[src/rtl/fetch_buffer_if.sv]
// Fetch-stage bus: PC handshake, imem read port and decode-side FIFO head.
// master = environment (PC/imem/decode), slave = fetch_buffer.
`timescale 1ns/1ps
interface fetch_buffer_if #(
  parameter int WORD_W    = 32,
  parameter int BUF_DEPTH = 2
);
  logic [WORD_W-1:0]              pc_addr;
  logic                           pc_wait;
  logic                           flush;
  logic                           halt;
  logic                           imemREN;
  logic [WORD_W-1:0]              imemaddr;
  logic                           ihit;
  logic [WORD_W-1:0]              imemload;
  logic [WORD_W-1:0]              instr;
  logic [WORD_W-1:0]              instr_pc;
  logic                           instr_valid;
  logic                           instr_ready;
  logic [$clog2(BUF_DEPTH+1)-1:0] count;

  modport master (
    output pc_addr, flush, halt, ihit, imemload, instr_ready,
    input  pc_wait, imemREN, imemaddr, instr, instr_pc, instr_valid, count
  );

  modport slave (
    input  pc_addr, flush, halt, ihit, imemload, instr_ready,
    output pc_wait, imemREN, imemaddr, instr, instr_pc, instr_valid, count
  );
endinterface

[src/rtl/fetch_buffer.sv]
// Instruction-fetch buffer: issues imem reads at the PC address, stores
// returned {pc, word} pairs in a small FIFO and presents the head to decode.
// Optional feature macro FETCH_BYPASS_EN: when the FIFO is empty an accepted
// word is forwarded to decode in the same cycle.
`timescale 1ns/1ps
module fetch_buffer #(
  parameter int BUF_DEPTH = 2,
  parameter int WORD_W    = 32
) (
  input logic          CLK,
  input logic          RST,
  fetch_buffer_if.slave bus
);
  localparam int PTR_W = $clog2(BUF_DEPTH);
  localparam int CNT_W = $clog2(BUF_DEPTH + 1);

  typedef enum logic {FETCH, HALTED} state_t;

  state_t             state_q, state_d;
  logic [PTR_W-1:0]   wr_ptr_q, wr_ptr_d;
  logic [PTR_W-1:0]   rd_ptr_q, rd_ptr_d;
  logic [CNT_W-1:0]   count_q, count_d;
  logic [WORD_W-1:0]  data_q [BUF_DEPTH];
  logic [WORD_W-1:0]  pc_q   [BUF_DEPTH];

  logic full, empty, imem_ren, accept, byp_vld, byp_take, push, pop;

  assign full  = (count_q == CNT_W'(BUF_DEPTH));
  assign empty = (count_q == '0);

  // Read enable is blocked in reset, when halted, when full, and on
  // flush/halt cycles so neither a redirect nor a halt can admit a word.
  assign imem_ren = ~RST & (state_q == FETCH) & ~full & ~bus.flush & ~bus.halt;
  assign accept   = imem_ren & bus.ihit;

`ifdef FETCH_BYPASS_EN
  // accept already excludes flush, so flush suppresses the bypass too.
  assign byp_vld = empty & accept;
`else
  assign byp_vld = 1'b0;
`endif
  assign byp_take = byp_vld & bus.instr_ready;

  // A bypassed-and-consumed word never enters the FIFO.
  assign push = accept & ~byp_take;
  // A pop in a flush cycle is void; empty FIFO ignores instr_ready.
  assign pop  = ~empty & bus.instr_ready & ~bus.flush;

  assign bus.imemREN  = imem_ren;
  assign bus.imemaddr = bus.pc_addr;
  assign bus.count    = count_q;

  // PC hold: held in reset/halt, released on flush so the PC takes its
  // redirect target, otherwise advances only on an accepted fetch.
  always_comb begin
    bus.pc_wait = 1'b1;
    if (RST || state_q == HALTED) begin
      bus.pc_wait = 1'b1;
    end else if (bus.flush) begin
      bus.pc_wait = 1'b0;
    end else begin
      bus.pc_wait = ~accept | bus.halt;
    end
  end

  // Head presentation: FIFO head when occupied, zeros when empty.
  always_comb begin
    bus.instr       = '0;
    bus.instr_pc    = '0;
    bus.instr_valid = 1'b0;
    if (!empty) begin
      bus.instr       = data_q[rd_ptr_q];
      bus.instr_pc    = pc_q[rd_ptr_q];
      bus.instr_valid = 1'b1;
    end
`ifdef FETCH_BYPASS_EN
    else if (byp_vld) begin
      bus.instr       = bus.imemload;
      bus.instr_pc    = bus.pc_addr;
      bus.instr_valid = 1'b1;
    end
`endif
  end

  // Next-state: halt latch, flush clear, pointer/occupancy bookkeeping.
  always_comb begin
    state_d  = state_q;
    wr_ptr_d = wr_ptr_q;
    rd_ptr_d = rd_ptr_q;
    count_d  = count_q;
    if (state_q == FETCH && bus.halt) begin
      state_d = HALTED;
    end
    if (bus.flush) begin
      wr_ptr_d = '0;
      rd_ptr_d = '0;
      count_d  = '0;
    end else begin
      if (push) wr_ptr_d = wr_ptr_q + PTR_W'(1);
      if (pop)  rd_ptr_d = rd_ptr_q + PTR_W'(1);
      if (push && !pop) begin
        count_d = count_q + CNT_W'(1);
      end else if (pop && !push) begin
        count_d = count_q - CNT_W'(1);
      end
    end
  end

  // Control state with asynchronous reset: drops all entries at once.
  always_ff @(posedge CLK or posedge RST) begin
    if (RST) begin
      state_q  <= FETCH;
      wr_ptr_q <= '0;
      rd_ptr_q <= '0;
      count_q  <= '0;
    end else begin
      state_q  <= state_d;
      wr_ptr_q <= wr_ptr_d;
      rd_ptr_q <= rd_ptr_d;
      count_q  <= count_d;
    end
  end

  // Entry storage: written on push only; validity is tracked by count.
  always_ff @(posedge CLK) begin
    if (push) begin
      data_q[wr_ptr_q] <= bus.imemload;
      pc_q[wr_ptr_q]   <= bus.pc_addr;
    end
  end
endmodule

[src/flat_wrapper.sv]
// flat-port wrapper written by rule: the top's interface ports become plain ports
module fetch_buffer_flat 
#(
  parameter int BUF_DEPTH = 2,
  parameter int WORD_W    = 32
)
  (CLK, RST, bus_pc_addr, bus_flush, bus_halt, bus_ihit, bus_imemload, bus_instr_ready, bus_pc_wait, bus_imemREN, bus_imemaddr, bus_instr, bus_instr_pc, bus_instr_valid, bus_count);
  fetch_buffer_if #(.WORD_W(WORD_W), .BUF_DEPTH(BUF_DEPTH)) bus_i ();
  input logic CLK;
  input logic RST;
  input wire logic [$bits(bus_i.pc_addr)-1:0] bus_pc_addr;
  input wire logic [$bits(bus_i.flush)-1:0] bus_flush;
  input wire logic [$bits(bus_i.halt)-1:0] bus_halt;
  input wire logic [$bits(bus_i.ihit)-1:0] bus_ihit;
  input wire logic [$bits(bus_i.imemload)-1:0] bus_imemload;
  input wire logic [$bits(bus_i.instr_ready)-1:0] bus_instr_ready;
  output wire logic [$bits(bus_i.pc_wait)-1:0] bus_pc_wait;
  output wire logic [$bits(bus_i.imemREN)-1:0] bus_imemREN;
  output wire logic [$bits(bus_i.imemaddr)-1:0] bus_imemaddr;
  output wire logic [$bits(bus_i.instr)-1:0] bus_instr;
  output wire logic [$bits(bus_i.instr_pc)-1:0] bus_instr_pc;
  output wire logic [$bits(bus_i.instr_valid)-1:0] bus_instr_valid;
  output wire logic [$bits(bus_i.count)-1:0] bus_count;
  assign bus_i.pc_addr = bus_pc_addr;
  assign bus_i.flush = bus_flush;
  assign bus_i.halt = bus_halt;
  assign bus_i.ihit = bus_ihit;
  assign bus_i.imemload = bus_imemload;
  assign bus_i.instr_ready = bus_instr_ready;
  assign bus_pc_wait = bus_i.pc_wait;
  assign bus_imemREN = bus_i.imemREN;
  assign bus_imemaddr = bus_i.imemaddr;
  assign bus_instr = bus_i.instr;
  assign bus_instr_pc = bus_i.instr_pc;
  assign bus_instr_valid = bus_i.instr_valid;
  assign bus_count = bus_i.count;
  fetch_buffer #(.BUF_DEPTH(BUF_DEPTH), .WORD_W(WORD_W)) u_core (.CLK(CLK), .RST(RST), .bus(bus_i));
endmodule
[config.mk]
export PLATFORM = sky130hd
export DESIGN_NAME = fetch_buffer_flat
export DESIGN_NICKNAME = d
export VERILOG_FILES = /design/src/rtl/fetch_buffer_if.sv /design/src/rtl/fetch_buffer.sv /design/src/flat_wrapper.sv
export SDC_FILE = /design/constraint.sdc
export NUM_CORES = 1
export LEC_CHECK = 0
export BUFFER_PORTS_ARGS = -buffer_cell sky130_fd_sc_hd__buf_4
export CAP_MARGIN = 20
export CORE_UTILIZATION = 30
export CTS_BUF_LIST = sky130_fd_sc_hd__clkbuf_4
export CTS_CLUSTER_SIZE = 8
export DETAILED_ROUTE_END_ITERATION = 10
export PLACE_DENSITY = 0.61
export SLEW_MARGIN = 20
export SYNTH_ARGS = -nofsm -noshare
export SYNTH_HDL_FRONTEND = slang
export SYNTH_SLANG_ARGS = --single-unit
export TNS_END_PERCENT = 50
[constraint.sdc]
create_clock -name CLK -period 4.8 [get_ports CLK]
set_clock_uncertainty 0.15 [all_clocks]
set_input_delay 0 -clock CLK [delete_from_list [all_inputs] [get_ports CLK]]
set_output_delay 0 -clock CLK [all_outputs]
set_load 0.01 [all_outputs]
# After elaboration in Yosys (flattened, before gate mapping)

Memory sizes are Yosys's and may differ from the RTL's.
Index checks and enable logic that the tools add are counted.

Register bits: 5
Bits in writable memories: 128
Input bits: 70
Output and inout port bits: 101
Logic and storage cells: 50
Memories: 2

$add $sub $neg: 4
Eq/ne operators: 1
Multiplexer cells: 14
Bitwise gates (word level): 15
Reductions and logical operators: 10

Memory list:

| memory        | depth | width | rd ports | clocked after Yosys merged registers in | wr ports | RTL line           | RTL |
|---|---|---|---|---|---|---|---|
| u_core.data_q | 2     | 32    | 1        | 0                                       | 1        | fetch_buffer.sv:23 | `logic [WORD_W-1:0] data_q [BUF_DEPTH];` |
| u_core.pc_q   | 2     | 32    | 1        | 0                                       | 1        | fetch_buffer.sv:24 | `logic [WORD_W-1:0] pc_q [BUF_DEPTH];` |

Operator list:

| operator              | number |
|---|---|
| $mux W32              | 2 |
| $mux W1               | 9 |
| $and A1 B1 Y1         | 7 |
| $not A1 Y1            | 7 |
| $mux W2               | 3 |
| $reduce_bool A2 Y1    | 2 |
| $logic_and A1 B1 Y1   | 3 |
| $reduce_bool A3 Y1    | 1 |
| $add A1 B1 Y1 const B | 2 |
| $add A2 B1 Y2 const B | 1 |
| $eq A2 B2 Y1 const B  | 1 |
| $logic_not A1 Y1      | 2 |
| $logic_not A2 Y1      | 1 |
| $sub A2 B1 Y2 const B | 1 |
| $logic_or A1 B1 Y1    | 1 |
| $or A1 B1 Y1          | 1 |

# Logic depth before layout (Yosys ltp)

Word-level depth: 11
Mapped depth: 4
Gate-level depth less buffers: 3

# Worst setup path after synthesis

No wires, ideal clock.

Path type: reg2reg
Start point: register u_core.state_q
End point: memory u_core.data_q[1][0] (enable)
Setup time: 486 ps
Data arrival time: 3586 ps
Data required time: 4164 ps
Path slack: 578 ps
Cell stages (with the launch flop): 4
Buffers on the path: 0
Clock period less this slack: 4222 ps
Cells stage by stage: dfrtp_1 > nor4_4 > nand3_1 > nor2_1

Longest elaborated chain between the ends: 8

RTL lines:

| what                          | RTL line            | RTL |
|---|---|---|
| from (decl)                   | fetch_buffer.sv:19  | `state_t state_q, state_d;` |
| from (signal assigned)        | fetch_buffer.sv:117 | `state_q <= state_d;` |
| $not A1 Y1                    | fetch_buffer.sv:33  | `assign imem_ren = ~RST & (state_q == FETCH) & ~full & ~bus.flush & ~bus.halt;` |
| $and A1 B1 Y1 (4 in a row)    | fetch_buffer.sv:33  |  |
| $and A1 B1 Y1                 | fetch_buffer.sv:34  | `assign accept = imem_ren & bus.ihit;` |
| $mux W1                       | fetch_buffer.sv:126 | `if (push) begin` |
| $mux W1 (implied by the code) | fetch_buffer.sv:127 | `data_q[wr_ptr_q] <= bus.imemload;` |
| to (decl)                     | fetch_buffer.sv:23  |  |

Every way passes these cells.

# Worst setup path after layout

Start point: register u_core.rd_ptr_q
End point: output port bus_instr_pc[22]

Longest elaborated chain between the ends: 2

RTL lines:

| what                   | RTL line            | RTL |
|---|---|---|
| from (decl)            | fetch_buffer.sv:21  | `logic [PTR_W-1:0] rd_ptr_q, rd_ptr_d;` |
| from (signal assigned) | fetch_buffer.sv:119 | `rd_ptr_q <= rd_ptr_d;` |
| $mem_v2 Z2 W32         | --                  |  |
| $mux W32               | fetch_buffer.sv:71  | `if (!empty) begin` |
| to (decl)              | flat_wrapper.sv:21  | `output wire logic [$bits(bus_i.instr_pc)-1:0] bus_instr_pc;` |

Every way passes these cells.

==> flow_metrics.env <==
export IMPL_status="completed"
export IMPL_crit_cells=4
export IMPL_finalHoldViolCount=0
export IMPL_path_cells="buf_4, mux2i_1, nor2_1, buf_4"
export IMPL_crit_start="u_core.rd_ptr_q"
export IMPL_wl_per_cell_um=14.3
export IMPL_layout_commonest_cell="buf_4"
export IMPL_min_period_ps=2720
export IMPL_postSynthCellCount=340
export IMPL_cap_viol_max_count=0
export IMPL_vias=3733
export IMPL_clk_path_buf_depth=2
export IMPL_maxSlewViolCount=0
export IMPL_globalRoute_totalOverflow=0
export IMPL_route_detailed_drc=0
export IMPL_crit_fanout=35
export IMPL_cpMaxStageDelayCell="dfrtp_4"
export IMPL_ant_nets=0
export IMPL_final_cells=856
export IMPL_core_rowCount=48
export IMPL_power_density_nw_per_um2=250
export IMPL_synth_edf_count=128
export IMPL_place_congestion=0.752
export IMPL_drive_gt1_frac=0.338
export IMPL_cts_buffers=17
export IMPL_grt_antenna_before_repair=0
export IMPL_die_y_um=136
export IMPL_startpoint_type="flop"
export IMPL_synth_seq_cells=133
export IMPL_rsz0062_at_grt="no"
export IMPL_synth_top_family_by_area="multiplexers"
export IMPL_layout_common_cells="buf_4, dlygate4sd3_1, edfxtp_1"
export IMPL_worst_ep_arrival_time_ps=2570
export IMPL_async_flop_share=0.0376
export IMPL_grt_pass1_wl_mm=18.7
export IMPL_r2r_start="u_core.bus.count[1]"
export IMPL_hp_start="bus_imemload[15]"
export IMPL_hold_buffers=129
export IMPL_slew_headroom=0.387
export IMPL_syn_avg_cell_area_um2=15.8
export IMPL_fin_nets=687
export IMPL_yosysSeqAreaShare=0.737
export IMPL_synth_xor_area_frac=0.00163
export IMPL_cts_tree="done"
export IMPL_synth_adder_area_share=0
export IMPL_synth_area_um2=5380
export IMPL_grt_max_degree=66
export IMPL_cp_slowest_stage_delay_ps=860
export IMPL_path_class="reg -> out"
export IMPL_postCtsSetupRepairBufs=0
export IMPL_ys_flop_type="edfxtp_1"
export IMPL_cp_end_kind="output port"
export IMPL_dieArea_um2=18500
export IMPL_rrSetupSlack_ps=2140
export IMPL_fin_tns_setup_ps=0
export IMPL_path_clk_slew_ps=110
export IMPL_crit_required_ps=4650
export IMPL_r2r_cells=4
export IMPL_clkSinkCount=133
export IMPL_grt_pass1_vias=3823
export IMPL_worst_pin_slew_ps=919
export IMPL_cts_resized=0
export IMPL_hpwl_mm=6.96
export IMPL_io_pins=171
export IMPL_muxShareOfSynthArea=0.119
export IMPL_cpMostUsedCell="buf_4"
export IMPL_insertion_delay_ps=540
export IMPL_initial_utilization=0.309
export IMPL_yosys_warnings=0
export IMPL_leakagePower_nw=3.02
export IMPL_vias_per_cell=4.36
export IMPL_timing_final_crit_share=0.567
export IMPL_synthToLayoutAreaGrowth_pct=52.5
export IMPL_min_delay_path_class="in -> reg"
export IMPL_crit_buf_inv=2
export IMPL_port_buffers=170
export IMPL_globalRouteTotalUtil=0.135
export IMPL_r2r_end="u_core.pc_q[0][4]"
export IMPL_max_vdd_ir_drop_v=0.000134
export IMPL_synth_compound_area_frac=0.0149
export IMPL_synth_simple_gate_area_frac=0.0648
export IMPL_finalSetupViolCount=0
export IMPL_critical_path_top_delay_family="flip-flops"
export IMPL_core_area_um2=17400
export IMPL_setup_worst_path_end="bus_instr_pc[22]"
export IMPL_routed_wl_mm=12.2
export IMPL_fp_dieW_um=136
export IMPL_syn_num_nets=410
export IMPL_dr_pass1_iters=5
export IMPL_synthDistinctLibCells=30
export IMPL_htree_levels=4
export IMPL_placedCellCount=692
export IMPL_max_freq_mhz=368
export IMPL_drtIter0Drc=223
export IMPL_root_buffer="clkbuf_4"
==> state kept, by name (all words and copies together) (netlist names) <==
register          flops
u_core.bus.count      2
u_core.data_q        64
u_core.pc_q          64
u_core.rd_ptr_q       1
u_core.state_q        1
u_core.wr_ptr_q       1
==> cell type report <==
cell class | instances | area (um^2)
antenna | 1 | 2.50
clock buffer | 17 | 128
clock inverter | 15 | 92.6
fill | 1558 | 9210
inverter | 6 | 23.8
multi-input combinational | 154 | 1090
sequential | 133 | 3970
tap | 225 | 282
timing repair buffer | 305 | 2620
==> power breakdown <==
part | leakage (nW) | switching [W] | internal, W | total (W)
clock network | 0.104 | 0.000417 | 0.000193 | 0.000611
registers | 1.21 | 0.00000000000000000242 | 0.00127 | 0.00127
logic | 1.71 | 0.0000533 | 0.000122 | 0.000175
total | 3.02 | 0.000471 | 0.00158 | 0.00206
==> worst register-to-register path, delay by kind of cell (launching register included) <==
kind	cells	cell delay (ps)
buffers and inverters	2	1220
AND/OR/NAND/NOR	2	470
flip-flops	1	540
==> metal layers <==
metal  routed length [um]  up-vias  part of all wire  track usage
met5                    0        -                 0            0
met4                  172        0             0.014       0.0537
met3                  625       16             0.051       0.0399
met2                 6460      116              0.53        0.240
met1                 4940     1828              0.41        0.149
li1                     -     1773                 -            -
==> synthesized netlist by cell type, types with 2 or more instances <==
cell	instances	area, um^2
edfxtp_1	128	3840
mux2i_1	64	641
inv_1	6	22.5
buf_4	32	240
nor2_1	68	255
dfrtp_1	5	125
buf_2	8	40.0
o21ai_0	2	10.0
buf_1	5	18.8
nand3_1	2	10.0
==> per-stage QoR <==
| stage | area [um^2] | hold slack (ps) | utilization | worst slack (ps) | total power, W |
|---|---|---|---|---|---|
| 3_5_place_dp | 6680 | -200 | 0.383 | 2000 | 0.00139 |
| 3_3_place_gp | 6680 | -205 | 0.383 | 2070 | 0.00138 |
| 6_report | 8210 | 58.9 | 0.471 | 2080 | 0.00206 |
| 5_1_grt | 8210 | 0.561 | 0.471 | 1900 | 0.00215 |
| 4_1_cts | 8190 | 0.799 | 0.470 | 1980 | 0.00208 |
| 2_1_floorplan | 5380 | -371 | - | 578 | 0.00133 |
==> how the worst min path moves through the flow <==
stage,endpoint,slack (ps),cells past startpoint
2_1_floorplan,u_core.bus.count[0],-370,1
3_3_place_gp,u_core.state_q,-200,2
3_5_place_dp,u_core.state_q,-200,2
4_1_cts,u_core.data_q[0][30],0.8,2
5_1_grt,u_core.data_q[1][19],0.6,2
6_report,u_core.data_q[1][15],60,2
==> cells by family (layout without fill, tap and decap cells) <==
| kind of cell | Yosys count | after routing |
|---|---|---|
| and+or+nand+nor | 79 | 79 |
| muxes | 64 | 64 |
| other | 0 | 1 |
| buffers and inverters | 53 | 343 |
| xor gates and xnor gates | 1 | 1 |
| AOI/OAI and AO/OA | 10 | 10 |
| DFF | 133 | 133 |
Note: power is estimated with default switching activity, not from simulation.
